## config.mk

```make
export PLATFORM = sky130hd
export DESIGN_NAME = asymmetric_upsize_fifo
export DESIGN_NICKNAME = d
export VERILOG_FILES = /design/src/rtl/asymmetric_upsize_fifo.sv
export SDC_FILE = /design/constraint.sdc
export NUM_CORES = 1
export LEC_CHECK = 0
export BUFFER_PORTS_ARGS = -buffer_cell sky130_fd_sc_hd__buf_2
export CAP_MARGIN = 20
export CORE_MARGIN = 8
export CORE_UTILIZATION = 30
export DETAILED_ROUTE_END_ITERATION = 7
export HOLD_SLACK_MARGIN = 0.12
export REMOVE_ABC_BUFFERS = 1
export SLEW_MARGIN = 20
export SYNTH_ARGS = -nofsm -noshare
export SYNTH_HDL_FRONTEND = slang
export SYNTH_SLANG_ARGS = --single-unit
```

## constraint.sdc

```tcl
create_clock -name CLK -period 5.95 [get_ports CLK]
set_clock_uncertainty 0.05 [all_clocks]
set_input_delay 0.8925 -clock CLK [delete_from_list [all_inputs] [get_ports CLK]]
set_output_delay 0.8925 -clock CLK [all_outputs]
set_load 0.05 [all_outputs]
```

## src/rtl/asymmetric_upsize_fifo.sv

```systemverilog
// Packs RATIO narrow writes (first write in the least-significant lane) into one wide entry; reads return after 1 cycle.
// WFULL drops writes and flushes; a read on REMPTY is ignored and leaves RDATA unchanged.
module asymmetric_upsize_fifo #(
  parameter int WDATA_WIDTH = 8,
  parameter int RATIO       = 4,
  parameter int DEPTH_LOG2  = 2
) (
  input  logic                           CLK,
  input  logic                           RST,
  input  logic [WDATA_WIDTH-1:0]         WDATA,
  input  logic                           WEN,
  input  logic                           FLUSH,
  output logic                           WFULL,
  output logic                           PENDING,
  input  logic                           REN,
  output logic [RATIO*WDATA_WIDTH-1:0]   RDATA,
  output logic                           RVALID,
  output logic                           REMPTY,
  output logic [DEPTH_LOG2:0]            COUNT
);

  localparam int LANE_W = $clog2(RATIO);
  localparam int DEPTH  = 1 << DEPTH_LOG2;
  localparam int RDW    = RATIO * WDATA_WIDTH;

  localparam logic [LANE_W-1:0]   LAST_LANE = LANE_W'(RATIO - 1);
  localparam logic [DEPTH_LOG2:0] FULL_CNT  = (DEPTH_LOG2 + 1)'(DEPTH);

  logic [LANE_W-1:0]     lane;
  logic [RDW-1:0]        asm_q;
  logic [RDW-1:0]        mem [DEPTH];
  logic [DEPTH_LOG2-1:0] wptr;
  logic [DEPTH_LOG2-1:0] rptr;
  logic [DEPTH_LOG2:0]   count;
  logic [RDW-1:0]        rdata_q;
  logic                  rvalid_q;

  logic                  wr_acc;
  logic                  fl_acc;
  logic                  rd_acc;
  logic                  commit;
  logic [LANE_W-1:0]     lane_wr;
  logic [LANE_W-1:0]     lane_nxt;
  logic [RDW-1:0]        asm_wr;
  logic [RDW-1:0]        asm_nxt;

  assign WFULL   = (count == FULL_CNT);
  assign REMPTY  = (count == '0);
  assign PENDING = (lane != '0);
  assign COUNT   = count;
  assign RDATA   = rdata_q;
  assign RVALID  = rvalid_q;

  assign wr_acc = WEN & ~WFULL;
  assign fl_acc = FLUSH & ~WFULL;
  assign rd_acc = REN & ~REMPTY;

  // Merge the incoming narrow word into its lane before deciding on a commit,
  // so a same-cycle write+flush sees the fully updated assembly word.
  always_comb begin
    asm_wr = asm_q;
    for (int i = 0; i < RATIO; i++) begin
      if (wr_acc && (lane == LANE_W'(i))) begin
        asm_wr[i*WDATA_WIDTH +: WDATA_WIDTH] = WDATA;
      end
    end
  end

  // Lane counter wraps to zero exactly when the last lane is written, so a
  // flush in that same cycle finds nothing left to commit.
  always_comb begin
    lane_wr  = wr_acc ? (lane + LANE_W'(1)) : lane;
    commit   = (wr_acc && (lane == LAST_LANE)) || (fl_acc && (lane_wr != '0));
    lane_nxt = commit ? '0 : lane_wr;
    asm_nxt  = commit ? '0 : asm_wr;
  end

  always_ff @(posedge CLK or posedge RST) begin
    if (RST) begin
      lane  <= '0;
      asm_q <= '0;
    end else begin
      lane  <= lane_nxt;
      asm_q <= asm_nxt;
    end
  end

  always_ff @(posedge CLK) begin
    if (commit) begin
      mem[wptr] <= asm_wr;
    end
  end

  always_ff @(posedge CLK or posedge RST) begin
    if (RST) begin
      wptr <= '0;
      rptr <= '0;
    end else begin
      if (commit) begin
        wptr <= wptr + DEPTH_LOG2'(1);
      end
      if (rd_acc) begin
        rptr <= rptr + DEPTH_LOG2'(1);
      end
    end
  end

  always_ff @(posedge CLK or posedge RST) begin
    if (RST) begin
      count <= '0;
    end else begin
      case ({commit, rd_acc})
        2'b10:   count <= count + (DEPTH_LOG2 + 1)'(1);
        2'b01:   count <= count - (DEPTH_LOG2 + 1)'(1);
        default: count <= count;
      endcase
    end
  end

  always_ff @(posedge CLK or posedge RST) begin
    if (RST) begin
      rdata_q  <= '0;
      rvalid_q <= 1'b0;
    end else begin
      rvalid_q <= rd_acc;
      if (rd_acc) begin
        rdata_q <= mem[rptr];
      end
    end
  end

endmodule
```

==> results of run 1 <==
worst max-delay path, stage by stage (launching register included):
cell	delay, ns
dfrtp_1	0.44
inv_1	0.13
ha_1	0.31
nand3b_1	0.11
a21oi_1	0.10
nor2_4	0.69
and2_1	0.83
buf_4	0.41
cell type report:
| class | count | area, µm² |
|---|---|---|
| flip-flops and latches | 202 | 5697 |
| well taps | 341 | 426.7 |
| clock inverters | 5 | 71.32 |
| clock buffers | 32 | 576.8 |
| fillers | 2489 | 17430 |
| repair buffers | 59 | 319.1 |
| inverters | 12 | 46.29 |
| multi-input cells | 174 | 2384 |
synth_stat cells (2+ instances only):
master	n	area share [%]
and2_1	4	0.30
and3_4	4	0.55
buf_2	9	0.55
buf_4	2	0.18
buf_6	5	0.68
clkbuf_1	4	0.18
dfrtp_1	74	22
edfxtp_1	128	47
ha_1	9	1.4
inv_1	9	0.41
inv_2	3	0.14
mux2_1	26	3.5
mux2_2	6	0.82
mux2_4	32	5.8
mux4_2	32	8.7
nand2_1	6	0.27
nor2_1	3	0.14
nor2b_4	32	5.3
o21a_1	2	0.18
o22ai_1	2	0.15
xnor2_1	4	0.42
xor2_1	2	0.21
cell families (layout without fill, tap and decap cells):
kind of cell / Yosys count / in the layout / share of synthesized area, %
compound gates: 8 / 8 / 0.6366
mux: 96 / 96 / 18.92
fa+ha+maj: 10 / 10 / 1.607
simple gates: 54 / 54 / 6.990
xor+xnor: 6 / 6 / 0.6368
buf+inv: 33 / 108 / 2.183
flops: 202 / 202 / 69.02
metal layers:
metal  routed length, µm  part of all wire (%)
met5                   0                     0
met4                 276                   1.8
met3                 523                   3.3
met2                7893                    50
met1                7024                    45
state kept, by name, summed over array words and instances (netlist names):
register and count:
mem 128, RDATA 32, asm_q 32, COUNT 3, lane 2, rptr 2, wptr 2, RVALID 1
final timing paths:
| check | startpoint | endpoint | slack [ns] | cells after the start |
|---|---|---|---|---|
| worst max register to register | lane[0] | mem[0][10] | 2.52 | 7 |
| max in group asynchronous | RST | rptr[0] | 4.79 | 3 |
| min in group asynchronous | RST | asm_q[21] | 0.56 | 3 |
| worst max-delay path | lane[0] | mem[0][10] | 2.52 | 7 |
| worst min register to register | rptr[0] | rptr[0] | 0.41 | 1 |
| worst min-delay path | rptr[0] | rptr[0] | 0.41 | 1 |
where the power goes:
| part | switching, W | internal (W) | total [W] |
|---|---|---|---|
| clock | 0.000499 | 0.000752 | 0.00125 |
| sequential | 0.000128 | 0.00196 | 0.00209 |
| combinational | 0.00119 | 0.000745 | 0.00193 |
| total | 0.00182 | 0.00346 | 0.00528 |
through the flow:
stage	hold WS, ns	power, W	instance area, µm²	utilization, %	cells
after floorplan	0.4618	0.003597	8117	-	388
after global placement	0.4085	0.004032	8869	32.91	788
after detailed placement	0.4090	0.004106	8869	32.91	788
after CTS	0.4169	0.005366	9517	35.31	825
after global routing	0.4331	0.005557	9520	35.33	825
final	0.4125	0.005276	9520	35.33	825
==> impl_metrics.ini, run 1 <==
[run_status]
outcome = completed

[setup_path]
crit_required_ns = 6.06
path_class = reg2reg
cp_max_fo = 19
worst_setup_path_end_kind = flop
start_kind = flop
cp.arrival_ns = 3.53

[cts]
cts_max_path_buffers = 3
clk_pin_slew_ns = 0.06
cts-buffers-inserted = 21
cts.sinks = 202
clockRootBuffer = clkbuf_16
cts_setup_buffers = 0
h-tree-depth = 1
cts_hold_buffers = 0
clkLatencyLatePin_ns = 0.48
cts_tree = built
cts_resized = 0

[global_route]
grt_pass1_vias = 4144
top_usage_layer = met2
grt.met1_usage_pct = 12.31
antenna_found_initial = 0
grt_max_degree = 75
globalRouteOverflowTotal = 0
use_met2_pct = 16.46
grtUsageTotal_pct = 9.575
met3_usage_pct = 1.876
grt_pass1_wl_mm = 24.59

[detailed_routing]
dr_total_vias = 3730
wl_per_cell_um = 19.05
final_antenna_net_count = 0
drt-vias-per-instance = 4.521
drc = 0
drt-pass1-iter-count = 4
drt_iter0_markers = 219
drt_wl_total_mm = 15.72

[synthesis]
syn_avg_cell_area_um2 = 20.18
dominantRegCellSynth = edfxtp_1
synth_area_mm2 = 0.008252
synth_seq_area_share_pct = 69.02
syn-instance-count = 409
ys_ff_latch = 202
yosysWarningCount = 0
ys_async_sr_fraction_pct = 36.63
synth-edff-count = 128
yosysUniqueCellTypes = 33

[finish]
diodes = 0
final_nets = 493
syn_to_final_growth_pct = 15.38
final_common_cell = edfxtp_1
final_layout_size_suffix_gt1_share_pct = 40.29
final_cell_mix = 128 x edfxtp_1, 73 x dfrtp_1, 51 x buf_2

[sta]
relSlewSlack_pct = 39.36
fin_crit_ns = 3.427
hold_viol = 0
layout_setup_ws_ns = 2.523
max_freq_mhz = 291.8
tightest_slew_ns = 0.9074
drv_slew = 0
fin_tns_setup_ns = 0
finalCritPeriodShare_pct = 57.60
setup_viol = 0
rsz0062_at_grt = false

[pwr]
power.density_mw_per_mm2 = 554.2
peakVddDrop_mv = 0.4150
power.leakage_nw = 3.591

[job]
max_cap_violations = 0

[floorplanning]
chipWidth_um = 181.8
die_h_um = 181.8
die_area_mm2 = 0.03307
start_util_pct = 30.62
rows = 60
coreArea_mm2 = 0.02695
io_pins = 52

[hold_path]
hold_class = reg2reg

[placement]
hpwl_mm = 9.755
preCtsSetupSlack_ns = 2.284
place_congestion = 0.6880
io_buffers = 51
No activity file was read; power rests on OpenSTA's default activity.
==> inputs of run 2 (changes only) <==
==> constraint.sdc (replaced) <==
create_clock -name CLK -period 2.93 [get_ports CLK]
set_clock_uncertainty 0.05 [all_clocks]
set_input_delay 0.4395 -clock CLK [delete_from_list [all_inputs] [get_ports CLK]]
set_output_delay 0.4395 -clock CLK [all_outputs]
set_load 0.05 [all_outputs]
==> impl_metrics.ini, run 2 (synthesis gave the netlist of run 1 again) <==
[setup_path]
cp_max_fo = 21
cp_slowest_cell = dfrtp_1
worst_setup_path_end_kind = flop
slowest_delay_ns = 0.45
crit_path_cell_trace = inv_1 -> ha_1 -> nand3b_1 -> a21oi_1 -> nor2_4 -> buf_4 -> and2_1 -> buf_4
crit_required_ns = 3.03
start_kind = flop
path_class = reg2reg
cp.arrival_ns = 2.78
cp_common_cell = buf_4

[cts]
h-tree-depth = 1
clkLatencyLatePin_ns = 0.49
cts-buffers-inserted = 22
clockRootBuffer = clkbuf_16
cts_tree = built
cts.sinks = 202
clk_pin_slew_ns = 0.06
cts_max_path_buffers = 3
cts_resized = 0

[sta]
whs_ns = 0.2737
drv_slew = 0
finalCritPeriodShare_pct = 91.34
setup_viol = 0
rsz0062_at_grt = false
hold_viol = 0
max_freq_mhz = 373.6
fin_crit_ns = 2.676
relSlewSlack_pct = 63.89
tightest_slew_ns = 0.5416

[global_route]
globalRouteOverflowTotal = 0
grt_pass1_wl_mm = 24.29
antenna_found_initial = 0
grt_max_degree = 35
grt_pass1_vias = 4195
grtUsageTotal_pct = 9.372

[floorplanning]
die_area_mm2 = 0.03307
chipWidth_um = 181.8
io_pins = 52
die_h_um = 181.8
coreArea_mm2 = 0.02695
rows = 60
start_util_pct = 30.62

[finish]
postLayoutCoreUtil_pct = 35.90
final_nets = 505
syn_to_final_growth_pct = 17.24
largest_register_ffs = 128
diodes = 0
final_layout_size_suffix_gt1_share_pct = 42.97
final_cells = 839
final_cell_mix = 128 x edfxtp_1, 73 x dfrtp_1, 51 x buf_2
top_register = mem
final_common_cell = edfxtp_1

[placement]
dp.cells = 797
place_congestion = 0.6972
hpwl_mm = 10.04
io_buffers = 51

[detailed_routing]
wl_per_cell_um = 18.31
final_antenna_net_count = 0
drt-pass1-iter-count = 4
drt_iter0_markers = 214
dr_total_vias = 3703
drt-vias-per-instance = 4.414
drt_wl_total_mm = 15.37
drc = 0

[run_status]
outcome = completed

[hold_path]
hold_class = in2reg

[job]
max_cap_violations = 0

[pwr]
power.density_mw_per_mm2 = 1122
power.leakage_nw = 3.681
peakVddDrop_mv = 0.7604
run 2: path summary, 6_finish.rpt:
check / from / end / slack [ns] / cells after the start
max reg2reg: lane[0] / mem[0][1] / 0.25 / 8
max: lane[0] / mem[0][1] / 0.25 / 8
min: REN / rptr[0] / 0.27 / 3
max in group asynchronous: RST / RDATA[3] / 1.65 / 4
min reg2reg: RDATA[12] / RDATA[12] / 0.43 / 1
min in group asynchronous: RST / asm_q[29] / 0.45 / 3
run 2: per-stage QoR:
stage	power (W)	setup slack, ns	TNS, ns	instance area [µm²]
global route	0.01142	0.1184	0	9674
CTS	0.01107	0.2447	0	9674
detailed placement	0.008367	0.2803	0	8936
global placement	0.008232	0.4002	0	8936
floorplan	0.007305	-3.574	-540.54	8117
finish	0.01086	0.2536	0	9674
run 2: repair_timing:
action,in CTS,in global routing
buffers inserted,0,0
hold buffers,2,0
endpoints found under the hold margin,22,0
run 2: final cells by class:
cell class / instances / area [µm²]
fillers: 2479 / 17280
flip-flops and latches: 202 / 5697
multi-input cells: 174 / 2384
clock buffers: 34 / 676.9
well taps: 341 / 426.7
repair buffers: 70 / 402.9
inverters: 12 / 46.29
clock inverters: 6 / 41.29
run 2: power breakdown:
part / internal [W] / leakage [nW] / switching (W)
clock: 0.00159 / 0.347 / 0.00106
combinational: 0.00155 / 1.22 / 0.00240
sequential: 0.00399 / 2.12 / 0.000261
run 2: critical path: cells and delay by family (launching register included):
family	cells	cell delay, ns
buf+inv	3	0.92
simple gates	3	0.47
flops	1	0.45
fa+ha+maj	1	0.32
compound gates	1	0.10
run 2: routing by layer:
layer / GRT usage, % / wire [µm]
met5: 0 / 0
met4: 2.591 / 355
met3: 2.016 / 543
met2: 16.21 / 7695
met1: 11.66 / 6771
